## src/rtl/lsu_pkg.sv

```systemverilog
// Shared definitions for the load/store unit: FSM encoding, request field
// constants and the captured-request record.
package lsu_pkg;

    localparam int TAG_W = 1;

    localparam logic [1:0] ST_IDLE  = 2'd0;
    localparam logic [1:0] ST_BYTE0 = 2'd1;
    localparam logic [1:0] ST_BYTE1 = 2'd2;
    localparam logic [1:0] ST_RESP  = 2'd3;

    localparam logic RQ_CMD_LOAD   = 1'b0;
    localparam logic RQ_CMD_STORE  = 1'b1;
    localparam logic RQ_WIDTH_BYTE = 1'b0;
    localparam logic RQ_WIDTH_WORD = 1'b1;

    typedef struct packed {
        logic             cmd;
        logic             width;
        logic [TAG_W-1:0] tag;
        logic [15:0]      adr;
        logic [15:0]      wdata;
    } lsu_req_t;

endpackage

```

## src/rtl/load_store_unit.sv

```systemverilog
// Load/store unit: splits 8/16-bit accesses into byte cycles on an 8-bit bus
// and returns load results with the requester's tag as a one-cycle strobe.
module load_store_unit
    import lsu_pkg::*;
(
    input  logic             clk,
    input  logic             a_rst,
    input  logic             rq_start,
    input  logic             rq_cmd,
    input  logic             rq_width,
    input  logic [TAG_W-1:0] rq_tag,
    input  logic [15:0]      rq_adr,
    input  logic [15:0]      rq_wdata,
    output logic             lsu_wait,
    output logic [15:0]      data_out,
    output logic [TAG_W:0]   data_tag,
    output logic             data_wb,
    output logic             mem_req,
    output logic             mem_we,
    output logic [15:0]      mem_adr,
    output logic [7:0]       mem_wdata,
    input  logic             mem_ack,
    input  logic [7:0]       mem_rdata
);

    logic [1:0]  state_reg, state_next;
    lsu_req_t    req_reg, req_next;
    logic [15:0] data_reg, data_next;
    logic        accept;

    // RESP also accepts so a result strobe and the next request's first bus
    // cycle can run back to back.
    assign accept = rq_start && (state_reg == ST_IDLE || state_reg == ST_RESP);

    always_comb begin
        state_next = state_reg;
        req_next   = req_reg;
        data_next  = data_reg;
        case (state_reg)
            ST_BYTE0: begin
                if (mem_ack) begin
                    if (req_reg.width == RQ_WIDTH_WORD) begin
                        state_next = ST_BYTE1;
                        if (req_reg.cmd == RQ_CMD_LOAD)
                            data_next[7:0] = mem_rdata;
                    end else if (req_reg.cmd == RQ_CMD_LOAD) begin
                        state_next = ST_RESP;
                        data_next  = {8'h00, mem_rdata};
                    end else begin
                        state_next = ST_IDLE;
                    end
                end
            end
            ST_BYTE1: begin
                if (mem_ack) begin
                    if (req_reg.cmd == RQ_CMD_LOAD) begin
                        state_next      = ST_RESP;
                        data_next[15:8] = mem_rdata;
                    end else begin
                        state_next = ST_IDLE;
                    end
                end
            end
            default: begin
                if (accept) begin
                    state_next     = ST_BYTE0;
                    req_next.cmd   = rq_cmd;
                    req_next.width = rq_width;
                    req_next.tag   = rq_tag;
                    req_next.adr   = rq_adr;
                    req_next.wdata = rq_wdata;
                end else begin
                    state_next = ST_IDLE;
                end
            end
        endcase
    end

    always_ff @(posedge clk or posedge a_rst) begin
        if (a_rst) begin
            state_reg <= ST_IDLE;
            req_reg   <= '0;
            data_reg  <= '0;
        end else begin
            state_reg <= state_next;
            req_reg   <= req_next;
            data_reg  <= data_next;
        end
    end

    // Bus outputs decode straight from the state register, so an asynchronous
    // reset drops mem_req without waiting for a clock edge.
    always_comb begin
        lsu_wait  = 1'b0;
        mem_req   = 1'b0;
        mem_we    = 1'b0;
        mem_adr   = 16'h0000;
        mem_wdata = 8'h00;
        case (state_reg)
            ST_BYTE0: begin
                lsu_wait  = 1'b1;
                mem_req   = 1'b1;
                mem_we    = req_reg.cmd;
                mem_adr   = req_reg.adr;
                mem_wdata = req_reg.wdata[7:0];
            end
            ST_BYTE1: begin
                lsu_wait  = 1'b1;
                mem_req   = 1'b1;
                mem_we    = req_reg.cmd;
                mem_adr   = req_reg.adr + 16'd1;
                mem_wdata = req_reg.wdata[15:8];
            end
            default: ;
        endcase
    end

    assign data_wb  = (state_reg == ST_RESP);
    assign data_out = data_reg;
    assign data_tag = {1'b0, req_reg.tag};

endmodule

```

## config.mk

```make
export PLATFORM = sky130hd
export DESIGN_NAME = load_store_unit
export DESIGN_NICKNAME = d
export VERILOG_FILES = /design/src/rtl/lsu_pkg.sv /design/src/rtl/load_store_unit.sv
export SDC_FILE = /design/constraint.sdc
export NUM_CORES = 1
export LEC_CHECK = 0
export BUFFER_PORTS_ARGS = -buffer_cell sky130_fd_sc_hd__buf_2
export CORE_AREA = 2 2 64 90
export DETAILED_ROUTE_END_ITERATION = 8
export DIE_AREA = 0 0 66 92
export GPL_TIMING_DRIVEN = 0
export MAX_ROUTING_LAYER = met4
export PLACE_DENSITY = 0.82
export SETUP_SLACK_MARGIN = 0.02
export SYNTH_ARGS = -nofsm -noshare
export SYNTH_HDL_FRONTEND = slang
export SYNTH_SLANG_ARGS = --single-unit
```

## constraint.sdc

```tcl
create_clock -name clk -period 4.6 [get_ports clk]
set_input_delay 0 -clock clk [delete_from_list [all_inputs] [get_ports clk]]
set_output_delay 0 -clock clk [all_outputs]
set_load 0.01 [all_outputs]
```

Word-level counts from Yosys, hierarchy flattened
Index checks and enable logic that the tools add are counted.
Operators by class
  add/sub/neg operators: 1
  multiply operators: 0
  divide/modulo/power cells: 0
  magnitude comparators: 0
  equal/unequal tests: 8
  shift operators: 0
  mux-type cells: 17
  bitwise operators: 2
  reduce and logical (&&, ||, !) cells: 9
Operator list (count)
  $mux W16: 2
  $mux W8: 4
  $pmux W16 S2: 1
  $pmux W8 S2: 2
  $add A16 B1 Y16 const B: 1
  $ne A2 B2 Y1 const B: 5
  $mux W2: 4
  $reduce_and A6 Y1: 1
  $eq A2 B2 Y1 const B: 2
  $pmux W2 S2: 1
  $reduce_and A2 Y1: 2
  $mux W1: 3
  $reduce_and A3 Y1: 1
  $eq A2 B1 Y1 const B: 1
  $logic_not A2 Y1: 1
  $not A1 Y1: 2
  $reduce_bool A2 Y1: 1
  $reduce_or A2 Y1: 1
  $logic_and A1 B1 Y1: 1
  $logic_or A1 B1 Y1: 1
Word-level totals
  flip-flop bits (word level): 53
  latch bits: 0
  bits in writable memories: 0
  ROM bits: 0
  bits of input ports: 47
  memories kept: 0

Longest topological paths before layout
Gate-level depths: netlist (run 1).
  word-level depth: 5
  depth in mapped cells: 8

Worst setup path after synthesis (run 1)
OpenSTA, ideal clock, no wires.
  path kind: reg-to-reg
  start point: reg state_reg[0]
  end point: reg req_reg[10] in the netlist's numbering
  setup time: 125 ps
  arrival: 1807 ps
  data required time: 4475 ps
  setup slack: 2668 ps
  stages on the path, launching flop included: 7
  clock period less this slack: 1932 ps
  cells stage by stage: dfrtp_1 inv_1 ha_1 buf_2 nand2_1 clkbuf_1 mux2_2
Between the ends
  longest elaborated chain between the ends: 4
  elaborated cells between the ends (all ways): 9
  those cells by class: eq/ne: 3; bitwise: 1; reduce/logical: 5
Ends and longest elaborated chain
  from (decl): line load_store_unit.sv:26  | logic [1:0] state_reg, state_next;
  from (signal assigned): line load_store_unit.sv:85  | state_reg <= state_next;
  $eq A2 B2 Y1, or another cell as far along: line load_store_unit.sv:39  | case (state_reg)
  $reduce_or A2 Y1 (no source line) or $logic_or A1 B1 Y1 (tied branches)
  $not A1 Y1 (no source line) or $logic_and A1 B1 Y1 (tied branches)
  $reduce_and A2 Y1 (no source line) *
  to (signal assigned): line load_store_unit.sv:86  | req_reg <= req_next;
  to (decl): line load_store_unit.sv:27  | lsu_req_t req_reg, req_next;
Every way passes the cells marked *; elsewhere a longest branch is shown, timed or not.
A chain may end at the register's enable or synchronous reset.

Final worst setup path (run 1)
  start point: reg state_reg[0]
  end point: reg req_reg[7] in the netlist's numbering
Same word-level chain as after synthesis.

==> flow_summary.ini, run 1 <==
[grt]
total_global_route_track_usage_pct = 24.3
grt_pass1_wl_mm = 11.1
via_count_of_the_first_global_routing_pass = 2438
number_of_antenna_violations_at_the_first_check_in_global_routing = 0
gr-total-overflow = 0
grt_max_degree = 33

[detailed_routing]
drc_errors = 0
drt.antenna.violating_nets = 0
dr_total_vias = 2511
drt-wirelength-per-cell_um = 15.0
drt-vias-per-instance = 5.37
drt_pass1_iterations = 5
finalWirelength_mm = 7.03
detailedRoute.firstIterationViolations = 104

[synthesis]
syn-cell-area_um2 = 2730
fraction_of_registers_with_async_set_reset_pct = 100
yosys_register_bits = 53
seq_area_frac_synth_pct = 48.6
postSynth.topFlopCell = sky130_fd_sc_hd__dfrtp_1
postSynthCellCount = 257
yosysTopAreaCellShare_pct = 48.6
synth_top_cell_by_area = sky130_fd_sc_hd__dfrtp_1
synth_cell_type_count = 45
synth-edff-count = 0
synth.avg_cell_area_um2 = 10.6
mappedNetlistNets = 308
yosys_warnings = 0
netlist_top_cells_area = sky130_fd_sc_hd__dfrtp_1 49%, sky130_fd_sc_hd__mux2_2 18%, sky130_fd_sc_hd__nand2_1 4.1%

[status]
run_status = completed

[timing]
final.setup.tns_ns = 0
fin_ws_ns = 2.24
unrepaired_setup_endpoints_after_global_routing = no
timing.clock.skew_ns = 0.00357
finalMaxSlewViolations = 0
final-setup-viol-count = 0
final_critical_path_share_of_the_clock_period_pct = 51.2
max_clock_freq_mhz = 425
worst_pin_slew_ns = 0.574
finalHoldViolCount = 0
relSlewSlack_pct = 61.7
whs_ns = 0.0165
finalCriticalPeriod_ns = 2.36

[finish]
post_route_cells_drive_above_1_share_pct = 40.0
syn2layout_area_growth_pct = 39.8
fill_cells = 403
design_area_um2 = 3820
flip_flop_count_of_the_largest_register_after_layout = 34
antenna_cells = 0
mostFrequentLayoutCell = sky130_fd_sc_hd__buf_2
layout.nets = 451
most-common-layout-cells = 94 x sky130_fd_sc_hd__buf_2, 53 x sky130_fd_sc_hd__dfrtp_1, 44 x sky130_fd_sc_hd__mux2_2, 44 x sky130_fd_sc_hd__dlygate4sd3_1, 30 x sky130_fd_sc_hd__nand2_1

[critical_path]
timing.critical_path.slowest_stage_cell = sky130_fd_sc_hd__clkbuf_1
rr_startpoint = state_reg[0]
regToRegSetupSlack_ns = 2.24
timing.reg2reg.worst_path_depth = 6
timing.critical_path.arrival_ns = 2.55
timing.critical_path.required_ns = 4.79
setup.worst_path.end_class = flop
crit_path_start = state_reg[0]
crit_path_start_kind = flop
criticalPathCategory = reg -> reg
critical_path.max_stage_delay_ns = 0.50
worstPathCellList = inv_1, ha_1, buf_2, nand2_1, clkbuf_1, mux2_2
critical_path.reg2reg.endpoint = req_reg[7]
path_max_fanout = 10

[power]
design_power_total_w = 0.00247
peakVddDrop_mv = 0.346
power_leakage_nw = 1.80
cellPowerDensity_nw_per_um2 = 647

[clock_tree]
cts_max_level = 2
clock-sinks = 53
tritoncts = yes
post_cts_resize_count = 0
cts.hold.buffers_added = 44
post_cts.repair.setup_buffers = 0
clock_path_buffers = 2
worst_skew_pair.late_latency_ns = 0.30
clock_tree.root_cell = sky130_fd_sc_hd__clkbuf_8
numCtsBuffers = 5
clk_pin_slew_worst_paths_ns = 0.09

[worst_hold_path]
worstHoldPathCells = 2
holdPathEnd = state_reg[1]
min-delay-path-class = in -> reg
hold_start = mem_ack

[floorplan]
fp.coreArea_um2 = 5370
io_pins = 93
die-area_um2 = 6070
initial_utilization_pct = 50.9
site_rows = 32
die_width_um = 66
die_y_um = 92

[placed_design]
gp_congestion = 0.790
placed_cell_area_um2 = 3290
dpl.hpwl_mm = 4.85
dp_slack_ns = 2.27
numPortBuffers = 91

[job]
maxCapViolations = 0
## layout make-up
class                           count  area (um2)  share of cell area, %
Clock buffer                        7        86.3                   2.26
Multi-Input combinational cell    177        1260                   33.1
Sequential cell                    53        1330                   34.7
Buffer                             19         111                   2.92
Timing Repair Buffer              136         916                   24.0
Inverter                            8        30.0                  0.786
Tap cell                           68        85.1                   2.23
## routing by layer
metal	wire length [um]	up-vias	global-route usage, %
li1	-	1192	-
met1	2690	1222	26.8
met2	3890	83	43.5
met3	282	14	3.56
met4	164	0	8.84
met5	0	-	-
## per-stage QoR
stage	cells	utilization [%]
after floorplan	257	-
after global placement	416	61.0
after detailed placement	417	61.4
after CTS	468	71.2
after global routing	468	71.2
final	468	71.2
## cell usage after synthesis, types with 2 or more instances
master,n
sky130_fd_sc_hd__nand2_1,30
sky130_fd_sc_hd__a21oi_1,6
sky130_fd_sc_hd__a22oi_1,9
sky130_fd_sc_hd__mux2_2,44
sky130_fd_sc_hd__o31a_2,2
sky130_fd_sc_hd__nand4_1,2
sky130_fd_sc_hd__ha_1,4
sky130_fd_sc_hd__nand3_1,6
sky130_fd_sc_hd__nor2b_1,5
sky130_fd_sc_hd__nand3b_1,2
sky130_fd_sc_hd__clkbuf_1,8
sky130_fd_sc_hd__nor4_1,2
sky130_fd_sc_hd__buf_2,3
sky130_fd_sc_hd__buf_4,3
sky130_fd_sc_hd__o21ai_0,18
sky130_fd_sc_hd__dfrtp_1,53
sky130_fd_sc_hd__o211ai_1,3
sky130_fd_sc_hd__a311oi_1,2
sky130_fd_sc_hd__a31oi_1,4
sky130_fd_sc_hd__and3_1,2
sky130_fd_sc_hd__inv_1,8
sky130_fd_sc_hd__a41oi_1,2
sky130_fd_sc_hd__nor2_1,15
sky130_fd_sc_hd__buf_6,2
sky130_fd_sc_hd__buf_1,2
## logic make-up after synthesis
| logic type | after synthesis | share of synthesized area [%] |
|---|---|---|
| multiplexers | 45 | 18.5 |
| AO/OA/AOI/OAI | 54 | 13.1 |
| other | 1 | 0.137 |
| buffers and inverters | 27 | 5.18 |
| AND/OR/NAND/NOR | 73 | 12.7 |
| flip-flops | 53 | 48.6 |
| adder cells (fa/ha/maj) | 4 | 1.83 |
## worst max-delay path by stage
stage                     slack, ns           to  depth (start not counted)
after floorplan                2.67  req_reg[10]                          6
after detailed placement       2.27   req_reg[7]                          6
after global routing           2.11  mem_adr[12]                          8
after global placement         2.29   req_reg[8]                          6
after CTS                      2.26   req_reg[7]                          6
final                          2.24   req_reg[7]                          6
## where the power goes
group / switching [W] / internal (W)
clock: 0.000142 / 0.000120
combinational: 0.000685 / 0.000639
sequential: 0.000184 / 0.000702
## critical path: cells and delay by family, from the launching register on
family	cells	cell delay (ns)
AND/OR/NAND/NOR	1	0.35
flip-flops	1	0.42
adder cells (fa/ha/maj)	1	0.31
multiplexers	1	0.41
buffers and inverters	3	0.75
Power figures use the tool's default switching activity.
==> run 2, diff against run 1 <==
Settings changed: CORE_AREA 2 2 64 90 to 2 2 69 98, DIE_AREA 0 0 66 92 to 0 0 71 100, PLACE_DENSITY 0.82 to 0.74.
Clock period 4.6 ns to 1.9 ns, I/O delays scaled along.
==> run 2 against run 1 <==
  * The flow now finishes with violations (setup timing)
  * Sequential share of layout area down 2.2 points
  * Combinational power rose to 2.9 times the previous value
  * First-iteration DRC count down 9.6%
  * Register-to-register slack worse by 2.1 ns
  * Critical path depth unchanged
  * Critical endpoint is now mem_adr[9]
  * Via count up 1.7%
  * Sequential cell count unchanged
  * Total power rose to 2.7 times the previous value
  * Hold slack better by 0.0073 ns
==> flow_summary.ini, run 2 (synthesis results as in run 1) <==
[finish]
final-instance-count-excl-fill = 487
mostFrequentLayoutCell = sky130_fd_sc_hd__buf_2
design_area_um2 = 4100
seq_area_um2 = 1330
antenna_cells = 0
most-common-layout-cells = 92 x sky130_fd_sc_hd__buf_2, 49 x sky130_fd_sc_hd__dfrtp_1, 44 x sky130_fd_sc_hd__mux2_2, 44 x sky130_fd_sc_hd__dlygate4sd3_1, 28 x sky130_fd_sc_hd__nand2_1
syn2layout_area_growth_pct = 50.0
fill_cells = 494
flip_flop_count_of_the_largest_register_after_layout = 34
multiInputGateArea_um2 = 1370
post_route_cells_drive_above_1_share_pct = 48.4
layout.nets = 463

[grt]
total_global_route_track_usage_pct = 22.2
grt_max_degree = 31
gr-total-overflow = 0
grt_pass1_wl_mm = 12.1
via_count_of_the_first_global_routing_pass = 2598
number_of_antenna_violations_at_the_first_check_in_global_routing = 0

[placed_design]
numPortBuffers = 91
placed_cells = 423
dpl.hpwl_mm = 5.12
gp_congestion = 0.896
placed_cell_area_um2 = 3300
dp_slack_ns = -0.313

[floorplan]
fp.coreArea_um2 = 6350
die-area_um2 = 7100
site_rows = 35
initial_utilization_pct = 43.0
io_pins = 93
die_width_um = 71
die_y_um = 100

[worst_hold_path]
holdPathEnd = state_reg[1]
hold_start = mem_ack
worstHoldPathCells = 2
min-delay-path-class = in -> reg

[critical_path]
timing.critical_path.required_ns = 1.90
timing.critical_path.arrival_ns = 1.91
timing.reg2reg.worst_path_depth = 5
crit_path_start_kind = flop
critical_path.reg2reg.endpoint = data_out[15]
setup.worst_path.end_class = output port
regToRegSetupSlack_ns = 0.15
path_max_fanout = 5
rr_startpoint = state_reg[0]
criticalPathCategory = reg -> out

[detailed_routing]
finalWirelength_mm = 7.67
drc_errors = 0
drt-wirelength-per-cell_um = 15.7
detailedRoute.firstIterationViolations = 94
drt-vias-per-instance = 5.24
drt_pass1_iterations = 4
dr_total_vias = 2553
drt.antenna.violating_nets = 0

[clock_tree]
clock_path_buffers = 2
clk_pin_slew_worst_paths_ns = 0.09
worst_skew_pair.late_latency_ns = 0.30
numCtsBuffers = 5
cts_max_level = 2
clock_tree.root_cell = sky130_fd_sc_hd__clkbuf_8
clock-sinks = 53
tritoncts = yes

[status]
failing_checks = setup timing
run_status = finished with violations

[timing]
max_clock_freq_mhz = 524
final_critical_path_share_of_the_clock_period_pct = 100
finalMaxSlewViolations = 0
timing.clock.skew_ns = 0.00493
finalCriticalPeriod_ns = 1.91
finalHoldViolCount = 0
relSlewSlack_pct = 63.8
worst_pin_slew_ns = 0.542
unrepaired_setup_endpoints_after_global_routing = yes
fin_ws_ns = -0.00843
final-setup-viol-count = 1

[power]
cellPowerDensity_nw_per_um2 = 1640
power_leakage_nw = 1.92
peakVddDrop_mv = 0.783

[job]
maxCapViolations = 0
==> run 2: worst max-delay path by stage <==
stage / endpoint / startpoint / depth (start not counted)
after floorplan: req_reg[10] / state_reg[0] / 6
after global placement: req_reg[15] / state_reg[0] / 6
after detailed placement: req_reg[9] / state_reg[0] / 6
after CTS: mem_adr[15] / req_reg[18] / 7
after global routing: mem_adr[14] / state_reg[0] / 7
final: mem_adr[9] / state_reg[0] / 6
==> run 2: layout make-up <==
cell class                      instances  share of cell area, %
Multi-Input combinational cell        177                   33.5
Sequential cell                        53                   32.5
Timing Repair Buffer                  152                   25.4
Buffer                                 15                   2.84
Tap cell                               74                   2.26
Clock buffer                            7                   2.11
Clock inverter                          1                  0.733
Inverter                                8                  0.733
==> run 2: what timing repair did <==
action | 4_1_cts | 5_1_grt
cloned | 0 | 0
hold endpoints to repair | 74 | 0
pin swaps | 7 | 12
resized for setup | 27 | 19
hold buffers | 44 | 0
endpoints found under the setup margin | 61 | 28
setup buffers | 10 | 6
==> run 2: power breakdown <==
part	switching (W)	internal [W]
logic	0.00186	0.00191
clock network	0.000365	0.000430
registers	0.000463	0.00171
==> run 2: critical path, cell delays in order (launching register included) <==
cell                       delay (ns)
sky130_fd_sc_hd__dfrtp_1         0.41
sky130_fd_sc_hd__inv_2           0.08
sky130_fd_sc_hd__ha_4            0.22
sky130_fd_sc_hd__nand2b_4        0.17
sky130_fd_sc_hd__or4_1           0.51
sky130_fd_sc_hd__nand3_1         0.09
sky130_fd_sc_hd__buf_2           0.12
==> run 2: per-layer routing <==
metal | global-route usage (%) | vias up | routed length [um]
li1 | - | 1223 | -
met1 | 23.4 | 1234 | 2840
met2 | 40.9 | 73 | 4310
met3 | 2.01 | 23 | 236
met4 | 11.0 | 0 | 278
met5 | - | - | 0
==> run 2: through the flow <==
step | total power, W | hold slack [ns] | TNS [ns] | util [%]
finish | 0.00674 | 0.0238 | -0.00843 | 64.5
detailed placement | 0.00534 | 0.0709 | -8.69 | 52.0
CTS | 0.00653 | 0.0146 | -0.174 | 63.1
floorplan | 0.00423 | 0.136 | 0 | -
global route | 0.00719 | 0.0145 | -0.290 | 64.5
global placement | 0.00520 | 0.233 | -7.56 | 51.7
